===== config.mk =====
export PLATFORM = sky130hd
export DESIGN_NAME = demux_1x2_stream
export DESIGN_NICKNAME = d
export VERILOG_FILES = /design/src/rtl/demux_1x2_stream.sv
export SDC_FILE = /design/constraint.sdc
export NUM_CORES = 1
export LEC_CHECK = 0
export ABC_AREA = 0
export CELL_PAD_IN_SITES_DETAIL_PLACEMENT = 0
export CELL_PAD_IN_SITES_GLOBAL_PLACEMENT = 1
export CORE_ASPECT_RATIO = 0.7
export CORE_UTILIZATION = 39
export CTS_BUF_LIST = sky130_fd_sc_hd__clkbuf_4
export DETAILED_ROUTE_END_ITERATION = 16
export HOLD_SLACK_MARGIN = 0.15
export PLACE_DENSITY = 0.94
export REMOVE_ABC_BUFFERS = 1
export SLEW_MARGIN = 40
export SYNTH_ARGS = -nofsm -noshare
export SYNTH_HDL_FRONTEND = slang
export SYNTH_SLANG_ARGS = --single-unit

===== constraint.sdc =====
create_clock -name clk -period 5.7 [get_ports clk]
set_clock_uncertainty 0.15 [all_clocks]
set_input_delay 1.71 -clock clk [delete_from_list [all_inputs] [get_ports clk]]
set_output_delay 1.71 -clock clk [all_outputs]
set_load 0.01 [all_outputs]

===== src/rtl/demux_1x2_stream.sv =====
// demux_1x2_stream: packet-aware 1-to-2 valid/ready stream demultiplexer.
// The route select s is sampled on the first beat of a packet and held
// until the last beat. Each output is a one-entry register slot, so the
// outK_* outputs are registered. in_ready is combinational from the target
// slot's occupancy and the target consumer's ready signal.
//
// Ports
//   clk, rst                 clock, synchronous active-high reset
//   s                        route select (0 -> out0, 1 -> out1), sampled at packet start
//   in_data/valid/last       input stream beat
//   in_ready                 input beat accepted this cycle
//   outK_data/valid/last     registered output slot K
//   outK_ready               consumer K accepts the slot contents
//   pkt_cnt0/1               packets fully delivered per output (wrapping)
module demux_1x2_stream #(
  parameter int unsigned WIDTH = 8,
  parameter int unsigned CNT_W = 16
) (
  input  logic             clk,
  input  logic             rst,
  input  logic             s,
  input  logic [WIDTH-1:0] in_data,
  input  logic             in_valid,
  input  logic             in_last,
  output logic             in_ready,
  output logic [WIDTH-1:0] out0_data,
  output logic             out0_valid,
  output logic             out0_last,
  input  logic             out0_ready,
  output logic [WIDTH-1:0] out1_data,
  output logic             out1_valid,
  output logic             out1_last,
  input  logic             out1_ready,
  output logic [CNT_W-1:0] pkt_cnt0,
  output logic [CNT_W-1:0] pkt_cnt1
);

  typedef enum logic {IDLE = 1'b0, PKT = 1'b1} state_t;

  state_t state;
  logic   sel_q;

  logic target_c;
  logic in_fire_c;
  logic out0_fire_c;
  logic out1_fire_c;
  logic load0_c;
  logic load1_c;

  // Live select while idle, latched select for the rest of a packet.
  assign target_c = (state == IDLE) ? s : sel_q;

  // Only the target slot gates the input; the other slot never back-pressures.
  always_comb begin
    in_ready = 1'b0;
    if (!rst) begin
      if (target_c) in_ready = !out1_valid || out1_ready;
      else          in_ready = !out0_valid || out0_ready;
    end
  end

  assign in_fire_c   = in_valid && in_ready;
  assign out0_fire_c = out0_valid && out0_ready;
  assign out1_fire_c = out1_valid && out1_ready;
  assign load0_c     = in_fire_c && !target_c;
  assign load1_c     = in_fire_c &&  target_c;

  // Packet framing FSM: remembers the route from the first beat to the last.
  always_ff @(posedge clk) begin
    if (rst) begin
      state <= IDLE;
      sel_q <= 1'b0;
    end else if (in_fire_c) begin
      sel_q <= target_c;
      state <= in_last ? IDLE : PKT;
    end
  end

  // Output slot 0: a load wins over a drain so back-to-back beats keep valid high.
  always_ff @(posedge clk) begin
    if (rst) begin
      out0_valid <= 1'b0;
      out0_data  <= '0;
      out0_last  <= 1'b0;
    end else if (load0_c) begin
      out0_valid <= 1'b1;
      out0_data  <= in_data;
      out0_last  <= in_last;
    end else if (out0_fire_c) begin
      out0_valid <= 1'b0;
    end
  end

  // Output slot 1, same behaviour as slot 0.
  always_ff @(posedge clk) begin
    if (rst) begin
      out1_valid <= 1'b0;
      out1_data  <= '0;
      out1_last  <= 1'b0;
    end else if (load1_c) begin
      out1_valid <= 1'b1;
      out1_data  <= in_data;
      out1_last  <= in_last;
    end else if (out1_fire_c) begin
      out1_valid <= 1'b0;
    end
  end

  // Delivered-packet counters, bumped when a last beat leaves a slot.
  always_ff @(posedge clk) begin
    if (rst) begin
      pkt_cnt0 <= '0;
      pkt_cnt1 <= '0;
    end else begin
      if (out0_fire_c && out0_last) pkt_cnt0 <= pkt_cnt0 + CNT_W'(1);
      if (out1_fire_c && out1_last) pkt_cnt1 <= pkt_cnt1 + CNT_W'(1);
    end
  end

endmodule


==> out/summary.txt <==
RSZ-0062 raised after global routing - no
Die height - 66 um
Residual DRC - 0
Seq cells post-synth - 54
Sequential cell area fraction in the yosys report - 47.4%
Clock transition at path regs - 0.15 ns
Sink Count - 54
GRT met3 Usage - 4.02%
GR Util met1 - 21.7%
Root Driver - clkbuf_4
Met2 global-route usage - 27.5%
Initial antenna violation count - 0
R2R Setup Slk - 3.60 ns
Initial Utilization - 42.1%
Die ar. - 6170 um2
Worst path buffer plus inverter count - 2
FP Rows - 22
Run status - finished clean
Syn Inst Count - 247
Vias - 1,937
Critical path required time - 3.84 ns
Hold crit path type - reg -> reg
Post-CTS Setup Inserts - 0
Setup WS pre-CTS - 0.511 ns
Setup TNS - 0 ns
Largest net degree at the start of global routing - 58
Layout cells sized above 1 - 5.45%
CP Class - in -> out
Core ar. - 5420 um2
Switching Fraction - 22.4%
Most frequent cells in the layout - clkdlybuf4s50_1, dfxtp_1, nor2_1
Post_cts resized - 0
Pleak - 1.10 nW
TritonCTS Buffers - 5
Logic gate share of total power - 7.7%
Routed vias/inst - 5.04
Syn avg cell area - 9.24 um2
# IOs - 68
IO Port Bufs - 67
Ys Warns - 0
CTS tree - built
Crit path largest cell delay - 0.47 ns
Psw - 0.000145 W
Clock buffer depth - 2
GP Congestion - 0.757
Crit path from - s
CP endpoint kind - primary output
Max_cap viols - 0
Hold bufs inserted after CTS - 0
Crit-path cells - clkdlybuf4s50_1 -> mux2i_1 -> mux2_2 -> nor2b_1 -> clkdlybuf4s50_1
Crit path launch type - primary input
Yosys cell types - 33
Fillers - 491
Storage element area - 1080 um2
H-tree levels - 2
Diode count - 0
Vias in the first global route - 1,787
First-pass GRT wire length - 8.16 mm
ANT nets after route - 0
Total grt overflow - 0
Routed wire length - 4.88 mm
Final period utilization - 91.4%
Flop pwr share - 60.0%
Area of the multi-input gates - 1120 um2
F_max - 192 MHz
PD cells - 212 nW/um2
Gr usage total - 16.9%
Die width - 93.4 um
Cell area after synthesis - 2280 um2
Fin worst setup slack - 0.489 ns
Routed len/inst - 12.7 um
Worst-margin pin slew - 0.662 ns
Detailed Place HPWL - 3.42 mm
Worst reg2reg startpoint - pkt_cnt0[3]
Slew Limit Fails - 0
GR peak layer - met2
P&R area growth vs syn - 34.0%
Clock power share - 32.3%
Fin nets - 328
Min-delay src - pkt_cnt0[15]
Most common cell after layout, fill and taps aside - clkdlybuf4s50_1
Pre-antenna DRT Iters - 4
Min cycle time layout - 5.21 ns
Critical path's slowest cell - clkdlybuf4s50_1
Worst EP arrival - 3.35 ns
Power Internal - 0.000502 W
Cell family with most CP delay - buffers and inverters
Relative slew slack - 55.7%
Final setup viols - 0
Clk Latency, worst-skew pair - 0.37 ns
Top cell by count, worst path - clkdlybuf4s50_1
Final hold viol count - 0
CP Max Fanout - 3
Drt initial violations - 69
Peak supply drop - 0.104 mV
## worst reg2reg max path: stages (launching register included)
cell and delay [ns]:
dfxtp_1 0.48, nand4_2 0.18, or3_1 0.54, or4_1 0.54
a21oi_1 0.16
## flip-flops by register name, indices dropped and copies added (netlist names)
| signal | count |
|---|---|
| pkt_cnt0 | 16 |
| pkt_cnt1 | 16 |
| out0_data | 8 |
| out1_data | 8 |
| out0_last | 1 |
| out0_valid | 1 |
| out1_last | 1 |
| out1_valid | 1 |
| sel_q | 1 |
| state | 1 |
## cell type report
class / instances / share of cell area [%]
multi-input cells: 178 / 36.7
clock inverters: 3 / 1.31
flip-flops and latches: 54 / 35.3
clock buffers: 5 / 1.23
well taps: 72 / 2.94
inverters: 4 / 0.491
repair buffers: 68 / 22.0
## power groups by stage
stage / combinational [W] / sequential [W] / clock (W)
2_1_floorplan: 0.0000156 / 0.000398 / 0
3_3_place_gp: 0.0000495 / 0.000396 / 0
3_5_place_dp: 0.0000500 / 0.000396 / 0
4_1_cts: 0.0000503 / 0.000388 / 0.000216
5_1_grt: 0.0000541 / 0.000390 / 0.000234
6_report: 0.0000499 / 0.000388 / 0.000209
## cells in the mapped netlist
library cell  count  area share, %
a21oi_1          13            2.9
a31o_2            1           0.38
and2_1            1           0.27
and3_1            4            1.1
and3_2            1           0.33
and3b_1           1           0.38
and4_1            3            1.2
buf_2             2           0.44
clkbuf_1          7            1.2
clkbuf_8          2            1.2
dfxtp_1          54             47
ha_1              2            1.1
inv_1             4           0.66
mux2_2            1           0.49
mux2i_1          21            9.2
nand2_1          10            1.6
nand2b_1          5            1.4
nand3_1          15            3.3
nand4_1           6            1.6
nand4_2           1           0.55
nor2_1           41            6.7
nor2b_1           2           0.55
nor3_1            3           0.66
nor3b_1           1           0.33
nor4_1            3           0.82
o21ai_0           6            1.3
o31ai_1           6            2.0
or2_2             1           0.27
or3_1             3           0.82
or3_2             2           0.66
or4_1             6            2.0
xnor2_1           7            2.7
xor2_1           12            4.6
## path summary, 6_finish.rpt
| kind | to | cells past startpoint |
|---|---|---|
| worst max-delay path | in_ready | 5 |
| worst min register to register | pkt_cnt0[15] | 2 |
| worst max register to register | pkt_cnt0[13] | 4 |
| worst min-delay path | pkt_cnt0[15] | 2 |
## stage by stage
| step | cell area (um2) | util, % | power (W) | cells | hold WS [ns] |
|---|---|---|---|---|---|
| final | 3060 | 56.4 | 0.000647 | 384 | 0.340 |
| after global routing | 3060 | 56.4 | 0.000678 | 384 | 0.377 |
| after CTS | 3060 | 56.4 | 0.000654 | 384 | 0.344 |
| after detailed placement | 2980 | 55.0 | 0.000446 | 376 | 0.324 |
| after global placement | 2980 | 55.0 | 0.000446 | 376 | 0.312 |
| after floorplan | 2220 | - | 0.000414 | 236 | 0.298 |
## layer usage
metal,wire length [um],vias to the layer above
met5,0,-
met4,72,0
met3,235,9
met2,2050,50
li1,-,991
met1,2520,887
## cells by family (layout without fill, tap and decap cells)
family	Yosys count	in the layout	synth area share (%)
and+or+nand+nor	109	109	24.6
xor gates and xnor gates	19	19	7.29
buffers and inverters	15	80	3.45
muxes	22	22	9.70
adders and majority gates	2	2	1.10
AOI/OAI and AO/OA	26	26	6.52
DFF	54	54	47.4
No activity file was read; power rests on OpenSTA's default activity.
